[src/rtl/button_conditioner.sv]
// rtl/button_conditioner.sv - N-channel button synchronizer, debouncer, one-shot and auto-repeat
//
// Purpose: conditions raw asynchronous push-button/switch inputs into clean
// single-cycle command pulses. Each channel is independent:
//   Bi -> (optional invert) -> 2-flop synchronizer -> debounce filter -> press/repeat FSM
//
// Ports:
//   Clk    in   1  system clock, all state on rising edge
//   ResetN in   1  asynchronous active-low reset
//   Bi     in   N  raw asynchronous button inputs
//   Bo     out  N  one-cycle press and repeat pulses (registered)
//   Level  out  N  debounced synchronized level, 1 = pressed (registered)
//   Held   out  N  1 while a channel is in the auto-repeat phase (registered)

module button_conditioner #(
    parameter int N               = 4,
    parameter int DEBOUNCE_CYCLES = 4,
    parameter int REPEAT_DELAY    = 0,
    parameter int REPEAT_RATE     = 8,
    parameter int INVERT          = 0
) (
    input  logic         Clk,
    input  logic         ResetN,
    input  logic [N-1:0] Bi,
    output logic [N-1:0] Bo,
    output logic [N-1:0] Level,
    output logic [N-1:0] Held
);

    localparam int DW        = $clog2(DEBOUNCE_CYCLES + 1);
    localparam int HOLD_SPAN = (REPEAT_DELAY > REPEAT_RATE) ? REPEAT_DELAY : REPEAT_RATE;
    localparam int HW        = $clog2(HOLD_SPAN + 1);

    localparam logic [DW-1:0] DB_LAST   = DW'(DEBOUNCE_CYCLES - 1);
    localparam logic [HW-1:0] RD_LAST   = HW'((REPEAT_DELAY > 0) ? REPEAT_DELAY - 1 : 0);
    localparam logic [HW-1:0] RR_LAST   = HW'(REPEAT_RATE - 1);
    localparam logic [HW-1:0] HOLD_MAX  = '1;
    localparam logic          REPEAT_EN = (REPEAT_DELAY > 0);
    localparam logic          INV       = (INVERT != 0);

    typedef enum logic [1:0] {
        ST_IDLE,
        ST_PRESSED,
        ST_REPEATING
    } state_e;

    for (genvar g = 0; g < N; g++) begin : g_ch
        logic          s1_q, s2_q;
        logic          lvl_q, lvl_d;
        logic [DW-1:0] db_q, db_d;
        state_e        state_q, state_d;
        logic [HW-1:0] hold_q, hold_d;
        logic          bo_q, bo_d;
        logic          held_q, held_d;

        // Inversion happens ahead of the synchronizer so reset value 0 always means released.
        always_ff @(posedge Clk or negedge ResetN) begin
            if (!ResetN) begin
                s1_q <= 1'b0;
                s2_q <= 1'b0;
            end else begin
                s1_q <= Bi[g] ^ INV;
                s2_q <= s1_q;
            end
        end

        // Debounce: level only flips after DEBOUNCE_CYCLES consecutive disagreeing samples.
        always_comb begin
            lvl_d = lvl_q;
            db_d  = '0;
            if (s2_q != lvl_q) begin
                if (db_q == DB_LAST) begin
                    lvl_d = ~lvl_q;
                end else begin
                    db_d = db_q + 1'b1;
                end
            end
        end

        // State register.
        always_ff @(posedge Clk or negedge ResetN) begin
            if (!ResetN) begin
                lvl_q   <= 1'b0;
                db_q    <= '0;
                state_q <= ST_IDLE;
                hold_q  <= '0;
                bo_q    <= 1'b0;
                held_q  <= 1'b0;
            end else begin
                lvl_q   <= lvl_d;
                db_q    <= db_d;
                state_q <= state_d;
                hold_q  <= hold_d;
                bo_q    <= bo_d;
                held_q  <= held_d;
            end
        end

        // Next state. The FSM looks at lvl_d so the press pulse lands on the same
        // edge Level rises, and a release on a repeat edge suppresses that pulse.
        always_comb begin
            state_d = state_q;
            hold_d  = hold_q;
            if (!lvl_d) begin
                state_d = ST_IDLE;
                hold_d  = '0;
            end else begin
                case (state_q)
                    ST_IDLE: begin
                        state_d = ST_PRESSED;
                        hold_d  = '0;
                    end
                    ST_PRESSED: begin
                        if (REPEAT_EN && hold_q == RD_LAST) begin
                            state_d = ST_REPEATING;
                            hold_d  = '0;
                        end else if (hold_q != HOLD_MAX) begin
                            hold_d = hold_q + 1'b1;
                        end
                    end
                    ST_REPEATING: begin
                        if (hold_q == RR_LAST) begin
                            hold_d = '0;
                        end else if (hold_q != HOLD_MAX) begin
                            hold_d = hold_q + 1'b1;
                        end
                    end
                    default: begin
                        state_d = ST_IDLE;
                        hold_d  = '0;
                    end
                endcase
            end
        end

        // Outputs (registered next cycle through bo_q/held_q).
        always_comb begin
            bo_d   = 1'b0;
            held_d = (state_d == ST_REPEATING);
            if (lvl_d) begin
                case (state_q)
                    ST_IDLE:      bo_d = 1'b1;
                    ST_PRESSED:   bo_d = REPEAT_EN && (hold_q == RD_LAST);
                    ST_REPEATING: bo_d = (hold_q == RR_LAST);
                    default:      bo_d = 1'b0;
                endcase
            end
        end

        assign Bo[g]    = bo_q;
        assign Level[g] = lvl_q;
        assign Held[g]  = held_q;
    end

endmodule

[config.mk]
export PLATFORM = sky130hd
export DESIGN_NAME = button_conditioner
export DESIGN_NICKNAME = d
export VERILOG_FILES = /design/src/rtl/button_conditioner.sv
export SDC_FILE = /design/constraint.sdc
export NUM_CORES = 1
export LEC_CHECK = 0
export CAP_MARGIN = 20
export CORE_MARGIN = 2
export CORE_UTILIZATION = 51
export DETAILED_ROUTE_END_ITERATION = 8
export GPL_TIMING_DRIVEN = 1
export PLACE_DENSITY = 0.81
export SLEW_MARGIN = 30
export SYNTH_ARGS = -nofsm -noshare
export SYNTH_HDL_FRONTEND = slang
export SYNTH_SLANG_ARGS = --single-unit
[constraint.sdc]
create_clock -name Clk -period 3.1 [get_ports Clk]
set_clock_uncertainty 0.15 [all_clocks]
set_input_delay 0.775 -clock Clk [delete_from_list [all_inputs] [get_ports Clk]]
set_output_delay 0.775 -clock Clk [all_outputs]
set_load 0.005 [all_outputs]
Word-level counts from Yosys, hierarchy flattened

Cells that the tools add are included.

$add $sub $neg: 8
Eq/ne operators: 28
Muxes and demuxes: 48
Bitwise logic cells: 4
Reductions and logical operators: 8

Operators with widths:

| cell                                                                  | number |
|---|---|
| 4-bit 2-to-1 mux                                                      | 12 |
| 4-bit case mux with 2 select lines                                    | 4 |
| 3-bit 2-to-1 mux                                                      | 8 |
| 4-bit by 1-bit adder with 4-bit output, second input constant         | 4 |
| 2-bit equality test, second input constant                            | 8 |
| 4-bit by 3-bit equality test with 1-bit output, second input constant | 4 |
| 4-bit inequality test, second input constant                          | 4 |
| 2-bit case mux with 2 select lines                                    | 4 |
| 3-bit by 1-bit adder with 3-bit output, second input constant         | 4 |
| 3-bit by 2-bit equality test with 1-bit output, second input constant | 4 |
| 1-bit 2-to-1 mux                                                      | 12 |
| 2-bit by 1-bit equality test with 1-bit output, second input constant | 4 |
| 2-bit zero test                                                       | 4 |
| 2-bit 2-to-1 mux                                                      | 4 |
| 1-bit case mux with 2 select lines                                    | 4 |
| 2-bit OR reduction                                                    | 4 |
| 1-bit inequality test                                                 | 4 |
| 1-bit NOT                                                             | 4 |

Register bits after elaboration: 56
Word-level logic and storage cells: 128

Logic depth before layout (Yosys ltp)

Depth in word-level cells: 5
Gate-level depth with buffers: 5
Depth with buffers taken out: 5

Least setup slack after synthesis

No wires, ideal clock.

Kind: register -> register
From: reg g_ch[0].db_q[0]
To: reg g_ch[0].hold_q[3]
Library setup time: 0.111 ns
Arrival: 1.246 ns
Required time: 2.839 ns
Slack: 1.593 ns
Cell stages (with the launch flop): 5
Period minus slack after synthesis: 1.507 ns
Cell sequence: dfrtp_1 -> ha_1 -> nor2b_2 -> mux2_2 -> a2111oi_2

Cells in the longest elaborated chain, start to end: 4

Ends and longest elaborated chain:

| element                                        | line | text |
|---|---|---|
| start: declaration                             | 50   | `logic [DW-1:0] db_q, db_d;` |
| start signal: assignment                       | 84   | `db_q <= '0;` |
| start signal: assignment                       | 91   | `db_q <= db_d;` |
| 3-bit by 2-bit equality test with 1-bit output | 72   | `if (db_q == DB_LAST) begin` |
| 1-bit 2-to-1 mux                               | 72   |  |
| 1-bit 2-to-1 mux                               | 71   | `if (s2_q != lvl_q) begin` |
| 4-bit 2-to-1 mux                               | 104  | `if (!lvl_d) begin` |
| via g_ch[0].hold_d[3]                          | 52   | `logic [HW-1:0] hold_q, hold_d;` |
| end signal: assignment                         | 93   | `hold_q <= hold_d;` |
| end: declaration                               | 52   |  |

The timed path passes the listed nets, and every way through them passes these cells.

Final worst setup path

From: reg g_ch[2].lvl_q
To: out Level[2]

RTL lines:

| element                  | line | text |
|---|---|---|
| start: declaration       | 49   | `logic lvl_q, lvl_d;` |
| start signal: assignment | 90   | `lvl_q <= lvl_d;` |
| end: declaration         | 26   | `output logic [N-1:0] Level,` |

No word-level cell between the ends.

==> summary.md <==
| Metric | Value |
|---|---|
| H-tree level count | `2` |
| Buf/Inv on CP | `1` |
| PnR worst setup slack | `approximately 0.92 ns` |
| Mean area per synthesized cell | `11.86 µm²` |
| CTS Buffer Depth | `2` |
| DRC | `0` |
| Reg2Reg Setup Slack | `1.48 ns` |
| Crit-path max FO | `3` |
| Worst Setup EP | `Level[2]` |
| Setup bufs post-CTS | `0` |
| Combinational power share | `0.309` |
| Setup TNS Final | `0 ns` |
| WP data required | `between 2 and 2.5 ns` |
| Detail Route Antenna Nets | `0` |
| Startpoint Class | `flip-flop` |
| WL final | `3953 µm` |
| Routability cong. | `0.7324` |
| Most frequent cells in the layout | `56 x dfrtp_1, 28 x ha_1, 16 x inv_1, 16 x clkdlybuf4s50_1` |
| DPL Wire Length | `2655 µm` |
| Synth Instances | `230` |
| Total GRT Usage | `0.1501` |
| Tot Pwr | `2.069 mW` |
| Post-synthesis compound-gate area fraction | `0.03853` |
| Area Overhead vs Synth | `10.78%` |
| CP max stage cell | `clkdlybuf4s50_1` |
| Post-synthesis sequential area ratio | `0.5138` |
| Routed wire per std cell | `12.59 µm` |
| Worst VDD drop | `0.4459 mV` |
| Synth warnings | `0` |
| Starting Density | `0.5307` |
| Leakage | `1.363 nW` |
| Final period util | `0.7032` |
| CTS clock-pin slew for the worst setup and hold paths | `0.09 ns` |
| Worst r2r src | `g_ch[1].db_q[0]` |
| Share of layout cells above drive strength 1 | `0.07377` |
| Max-cap viol count | `0` |
| # placed instances | `306` |
| Max Freq | `0.4587 GHz` |
| Clock Sinks | `56` |
| NetSw | `0.6513 mW` |
| Place WS | `between 1 and 1.5 ns` |
| Worst setup path startpoint | `g_ch[2].lvl_q` |
| Worst Hold Class | `flip-flop to flip-flop` |
| Critical path class | `flip-flop to output port` |
| Mux cell area share after synthesis | `0.04862` |
| ANT cells | `0` |
| Yosys cell types | `24` |
| Clk network pwr share | `0.231` |
| CP top delay family | `buffers and inverters` |
| Vias | `1654` |
| Worst Reg-to-Reg Cells | `4` |
| Pwr/cell area | `about 680 nW/µm²` |
| Largest net degree at the start of global routing | `57` |
| CTS tree | `done` |
| Outcome | `completed` |
| Post-synthesis xor/xnor area fraction | `0.01606` |
| CTS buffer count | `5` |
| Layout net count | `277` |
| Vias in the first global route | `between 1500 and 2000` |
| Die width | `77.13 µm` |
| Initial antenna violation count | `0` |
| Via-per-instance ratio | `5.268` |
| Remaining global-route overflow | `0` |
| Area share of and/or/nand/nor cells after synthesis | `0.1995` |
| Largest family of logic cells by synthesized area | `simple AND/OR/NAND/NOR gates` |
| Port bufs | `17` |
| Share of power burned in registers | `0.460` |
| CP endpoint kind | `output port` |
| Crit path arrival time | `1.25 ns` |
| Iter 0 DRT Violations | `87` |
| Final hold violation count | `0` |
| Non-Filler Instances | `314` |
| CP cell instances | `clkdlybuf4s50_1` |
| IO Count | `18` |
| CTS root buf | `clkbuf_8` |
| CP peak stage delay | `0.52 ns` |
| Final setup vio count | `0` |
| Worst path depth | `1` |
| Sw frac | `0.3148` |
| RSZ-0062 raised after global routing | `no` |
| Tmin final | `2.180 ns` |
| DIE AREA | `5949 µm²` |
| Worst R2R End | `g_ch[1].hold_q[0]` |
| First-pass GRT wire length | `7196 µm` |
| Synth Cell Area | `2728 µm²` |
| Leading cell type in the layout, fill and taps excluded | `dfrtp_1` |
| P_int | `1.418 mW` |
| Post-cts resize count | `0` |
| # hold bufs at CTS | `0` |
| Slew Limit Headroom | `0.6543` |
| Fin. max-slew vios | `0` |
| Worst-Margin Slew | `roughly 0.5 ns` |
| Rows | `26` |
| Yosys reg bits | `56` |
| Core area | `slightly above 5000 µm²` |
| Synth Net Count | `approximately 260` |
| Drt pass-1 iters | `4` |
| Clk_lat worst skew | `0.31 ns` |
| Die Y | `around 77 µm` |
| Adder-cell share of the synthesized area | `0.1284` |
-- layer usage --
layer  vias up  track usage  share of wire
met5         -            0              0
met4         0      0.06250          0.020
met3         9      0.03765          0.039
met2        33       0.2504           0.48
met1       792       0.1856           0.46
li1        820            -              -
-- through the flow --
step / area (µm²) / utilization / hold WS [ns]
2_1_floorplan: 2728 / - / 0.1812
3_3_place_gp: 2910 / 0.5662 / 0.1864
3_5_place_dp: 2910 / 0.5662 / 0.1918
4_1_cts: 3022 / 0.5879 / 0.2139
5_1_grt: 3022 / 0.5879 / 0.2198
6_report: 3022 / 0.5879 / 0.2115
-- kinds of logic after synthesis --
kind of cell	after synthesis
fa+ha+maj	28
xor+xnor	5
compound gates	16
simple gates	85
mux	12
flops	56
buf+inv	28
-- power by group through the flow --
| stage | clock network (mW) | registers (mW) | logic (mW) |
|---|---|---|---|
| 2_1_floorplan | 0 | 0.948 | 0.494 |
| 3_3_place_gp | 0 | 0.959 | 0.621 |
| 3_5_place_dp | 0 | 0.968 | 0.639 |
| 4_1_cts | 0.493 | 0.953 | 0.647 |
| 5_1_grt | 0.518 | 0.973 | 0.737 |
| 6_report | 0.478 | 0.952 | 0.639 |
-- registers in the layout (all words and copies together) (netlist names) --
| signal | flops |
|---|---|
| g_ch.bo_q | 4 |
| g_ch.db_q | 12 |
| g_ch.held_q | 4 |
| g_ch.hold_q | 16 |
| g_ch.lvl_q | 4 |
| g_ch.s1_q | 4 |
| g_ch.s2_q | 4 |
| g_ch.state_q | 8 |
-- how the worst min path moves through the flow --
| stage | startpoint | to | depth (start not counted) |
|---|---|---|---|
| after global routing | g_ch[1].s1_q | g_ch[1].s2_q | 0 |
| final | g_ch[3].s1_q | g_ch[3].s2_q | 0 |
| after detailed placement | g_ch[3].s1_q | g_ch[3].s2_q | 0 |
| after global placement | g_ch[3].s1_q | g_ch[3].s2_q | 0 |
| after floorplan | g_ch[0].s1_q | g_ch[0].s2_q | 0 |
| after CTS | g_ch[3].s1_q | g_ch[3].s2_q | 0 |
-- Yosys cell counts --
library cell  number  area [µm²]
dfrtp_1           56        1401
ha_1              28       350.3
inv_1             16       60.06
nor2_1            15       56.30
nor3_1            15       75.07
nor3b_1           13       97.59
buf_4             12       90.09
nor4b_1           12       105.1
mux2i_1            8       80.08
nand3_1            8       40.04
a21oi_1            7       35.03
nor2b_1            6       37.54
xnor2_1            5       43.79
a41oi_1            4       35.03
nand3b_1           4       30.03
o21ai_0            4       20.02
and4_1             3       26.28
mux2i_2            3       41.29
nand2b_1           3       18.77
nor2b_4            3       41.29
nand2_1            2       7.510
a2111oi_2          1       15.01
mux2_2             1       11.26
nor2b_2            1       8.760
-- final cells by class --
cell class / instances / area [µm²]
clock buffers: 6 / 72.57
clock inverters: 2 / 38.79
fillers: 450 / 2118
inverters: 16 / 60.06
multi-input cells: 146 / 1176
flip-flops and latches: 56 / 1401
well taps: 70 / 87.58
repair buffers: 18 / 185.2
Note: power is estimated with default switching activity, not from simulation.
==> variant 1, RTL diff (config.mk and constraints unchanged) <==
Reset style: synchronous (`ResetN`), changed in 2 clocked blocks. Comments in the files are not updated.
--- a/src/rtl/button_conditioner.sv
+++ b/src/rtl/button_conditioner.sv
@@ -54,7 +54,7 @@
         logic          held_q, held_d;
 
         // Inversion happens ahead of the synchronizer so reset value 0 always means released.
-        always_ff @(posedge Clk or negedge ResetN) begin
+        always_ff @(posedge Clk) begin
             if (!ResetN) begin
                 s1_q <= 1'b0;
                 s2_q <= 1'b0;
@@ -78,7 +78,7 @@
         end
 
         // State register.
-        always_ff @(posedge Clk or negedge ResetN) begin
+        always_ff @(posedge Clk) begin
             if (!ResetN) begin
                 lvl_q   <= 1'b0;
                 db_q    <= '0;
Behaviour: differs if ResetN is asserted again (counterexample within 10 cycles, from zero or initial values and one cycle with ResetN low); with ResetN held inactive, the same outputs for 10 cycles.
==> variant 1 against the unedited design <==
- routed wire length shrank 13%
- final cell count rose by 5.4%
- cell area is 8.2% lower
- area after synthesis is 8.4% lower
- sequential cell count is the same
- worst setup slack improved by 22 ps
- critical path type unchanged
- critical endpoint is now Level[1]
Power is not compared: it rests on default switching activity, and its combinational part moved more than twofold at a synthesized area within 25%.
==> variant 1: results (changes against the unedited design) <==
Avg Cell Area, Syn: 9.91 um2 (was 11.9 um2)
Slew @ Worst Pin: 361 ps (was 509 ps)
Place WS: 809 ps (was 1270 ps)
Cells after DPL: 323 (was 306)
Critical R2R Launch: g_ch[0].db_q[0]$_SDFF_PP0_ (was g_ch[1].db_q[0]$_DFF_PN0_)
Part of the Yosys area used for sequential elements: 44.9% (was 51.4%)
R2r setup slk: 1260 ps (was 1480 ps)
Final Hold Slack: 288 ps (was 212 ps)
Nets: 301 (was 277)
Critical Path End: Level[1] (was Level[2])
Distinct cell type count after synthesis: 35 (was 24)
Net count after synthesis: 290 (was 264)
Gr usage total: 14.1% (was 15.0%)
Worst reg2reg endpoint: g_ch[0].hold_q[3]$_SDFF_PN0_ (was g_ch[1].hold_q[0]$_DFF_PN0_)
Share of cells above drive strength 1: 6.44% (was 7.38%)
Post-synth ARST share: 0% (was 100%)
CP startpoint: g_ch[1].lvl_q$_SDFF_PN0_ (was g_ch[2].lvl_q$_DFF_PN0_)
Largest net degree at the start of global routing: 19 (was 57)
Arrival time at the worst endpoint: 1230 ps (was 1250 ps)
FF-to-FF path depth: 5 (was 4)
Vias in the first global route: 1465 (was 1645)
Global-route wire length before repair: 5990 um (was 7200 um)
Post-Route WL: 3440 um (was 3950 um)
Area contributors post-synth: dfxtp_1 45%, ha_1 16%, nor2_1 4.2%, buf_4 3.6%, inv_1 3.5% (was dfrtp_1 51%, ha_1 13%, nor4b_1 3.9%, nor3b_1 3.6%, buf_4 3.3%)
Hold Crit Start: g_ch[2].db_q[0]$_SDFF_PP0_ (was g_ch[3].s1_q$_DFF_PN0_)
Hold Path Sink: g_ch[2].db_q[0]$_SDFF_PP0_ (was g_ch[3].s2_q$_DFF_PN0_)
Vias per inst: 4.83 (was 5.27)
Status: complete, no violations (unchanged)
Fin cells: 331 (was 314)
-- variant 1: logic make-up (layout without fill, tap and decap cells) --
logic type,after synthesis,count (layout),share of synthesized area (%)
adder cells (fa/ha/maj),32,32,16.0
buffers and inverters,38,50,7.82
multiplexers,11,11,4.61
AND/OR/NAND/NOR,88,88,19.1
flip-flops,56,56,44.9
XOR/XNOR,5,5,1.75
AO/OA/AOI/OAI,22,22,5.76
-- variant 1: cell type report --
cell class,instances,area [um2]
clock buffers,6,82.6
clock inverters,2,38.8
fillers,400,1950
inverters,24,90.1
multi-input cells,158,1180
flip-flops and latches,56,1120
well taps,67,83.8
repair buffers,18,178
-- variant 1: metal layers --
metal  part of all wire, %  global-route usage (%)
met2                    47                    23.4
met3                   3.2                    4.61
met5                     0                       0
met1                    49                    17.4
met4                   1.4                    4.24
-- variant 1: report_power, final --
group	total [mW]	internal, mW	leakage (nW)	switching, mW
logic	0.0196	0.0115	0.675	0.00806
registers	0.728	0.725	0.453	0.00263
clock network	0.487	0.264	0.0614	0.223
==> variant 2, RTL diff (same flow settings) <==
Without the edit above. Set the parameter `INVERT` to 1 (it was 0).
--- a/src/rtl/button_conditioner.sv
+++ b/src/rtl/button_conditioner.sv
@@ -17,7 +17,7 @@
     parameter int DEBOUNCE_CYCLES = 4,
     parameter int REPEAT_DELAY    = 0,
     parameter int REPEAT_RATE     = 8,
-    parameter int INVERT          = 0
+    parameter int INVERT          = 1
 ) (
     input  logic         Clk,
     input  logic         ResetN,
Formal check against the unedited RTL: not equivalent (a bounded check fails within 10 cycles, from zero or initial values and one cycle with ResetN low).
==> variant 2 against the unedited design <==
- global-route usage grew 0.24 points
- maximum frequency grew 1.2%
- total power is essentially flat
- worst setup slack gained 25 ps
- sequential cell count is the same
- register-to-register slack gained 20 ps
- cell area grew 1.4%
- area after synthesis grew 1.6%
- routed wire length grew 4.1%
- non-clock buffer count is the same
- critical endpoint is now Level[0]
- largest cell class unchanged
- largest power group unchanged
==> variant 2: results (changes against the unedited design) <==
Status: complete, no violations (unchanged)
Critical R2R Launch: g_ch[2].db_q[0]$_DFF_PN0_ (was g_ch[1].db_q[0]$_DFF_PN0_)
Leakage: 1.40 nW (was 1.36 nW)
Area contributors post-synth: dfrtp_1 51%, ha_1 13%, nor4b_1 5.1%, nor3b_1 4.1%, buf_4 3.3% (was dfrtp_1 51%, ha_1 13%, nor4b_1 3.9%, nor3b_1 3.6%, buf_4 3.3%)
Vias in the first global route: 1751 (was 1645)
Largest family of logic cells by synthesized area: simple AND/OR/NAND/NOR gates (unchanged)
DP Wirelength: 2990 um (was 2650 um)
Post-synth EDFFs: 0 (unchanged)
Post-DP Area: 2950 um2 (was 2910 um2)
Critical Path End: Level[0] (was Level[2])
Avg Cell Area, Syn: 11.7 um2 (was 11.9 um2)
Met3 wire length: 101 um (was 154 um)
Int Power: 1.42 mW (about the same)
Worst path slowest cell: clkdlybuf4s50_1 (unchanged)
Share of cells above drive strength 1: 7.20% (was 7.38%)
Hold Path Sink: g_ch[2].s2_q$_DFF_PN0_ (was g_ch[3].s2_q$_DFF_PN0_)
Distinct cell type count after synthesis: 20 (was 24)
Fin cells: 320 (was 314)
Adder-cell share of the synthesized area: 12.6% (was 12.8%)
Hold Crit Start: g_ch[2].s1_q$_DFF_PN0_ (was g_ch[3].s1_q$_DFF_PN0_)
WL met1: 1880 um (was 1810 um)
Part of the Yosys area used for sequential elements: 50.6% (was 51.4%)
Max IR drop VDD: 432 uV (was 446 uV)
Cells after DPL: 312 (was 306)
Arrival time at the worst endpoint: 1230 ps (was 1250 ps)
Top post-synthesis cells by count: 56 x dfrtp_1, 28 x ha_1, 20 x inv_1 (was 56 x dfrtp_1, 28 x ha_1, 16 x inv_1)
Post-Synth XOR/XNOR Area: 1.26% (was 1.61%)
Routability Congestion: 0.761 (was 0.732)
CP startpoint: g_ch[0].lvl_q$_DFF_PN0_ (was g_ch[2].lvl_q$_DFF_PN0_)
R2r setup slk: 1500 ps (was 1480 ps)
Met2 usage: 27.6% (was 25.0%)
GR Layer Usage met1: 18.1% (was 18.6%)
Place WS: 1280 ps (was 1270 ps)
Crit path time final: 2160 ps (was 2180 ps)
Gr usage total: 15.3% (was 15.0%)
Final Hold Slack: 207 ps (was 212 ps)
Largest net degree at the start of global routing: 30 (was 57)
Compound-gate portion of the synthesized area: 3.43% (was 3.85%)
Multiplexer share of the synthesized area: 4.88% (was 4.86%)
Slew HR: 58.0% (was 65.4%)
Met3 GRT Util: 3.14% (was 3.76%)
Net count after synthesis: 270 (was 264)
Routed length on met2: 2090 um (was 1910 um)
Initial drt markers: 105 (was 87)
Global-route wire length before repair: 7440 um (was 7200 um)
Post-Route WL: 4120 um (was 3950 um)
Worst reg2reg endpoint: g_ch[2].hold_q[0]$_DFF_PN0_ (was g_ch[1].hold_q[0]$_DFF_PN0_)
Vias: 1699 (was 1654)
Maximum clock path buffer count: 2 (unchanged)
Nets: 283 (was 277)
[variant 2: kinds of logic (layout without fill, tap and decap cells)]
group / after synthesis / in the layout
AOI/OAI and AO/OA: 16 / 16
xor gates and xnor gates: 4 / 4
adders and majority gates: 28 / 28
buffers and inverters: 32 / 46
DFF: 56 / 56
muxes: 12 / 12
and+or+nand+nor: 88 / 88
[variant 2: power by group through the flow]
stage,logic (mW),registers (mW),clock network (mW)
detailed placement,0.663,0.968,0
floorplan,0.508,0.947,0
global route,0.750,0.972,0.509
global placement,0.646,0.958,0
finish,0.656,0.951,0.462
CTS,0.671,0.953,0.479
[variant 2: layout make-up]
cell class / count / area (um2)
fillers: 413 / 2110
flip-flops and latches: 56 / 1400
clock buffers: 5 / 68.8
clock inverters: 3 / 42.5
multi-input cells: 148 / 1200
repair buffers: 18 / 185
well taps: 70 / 87.6
inverters: 20 / 75.1
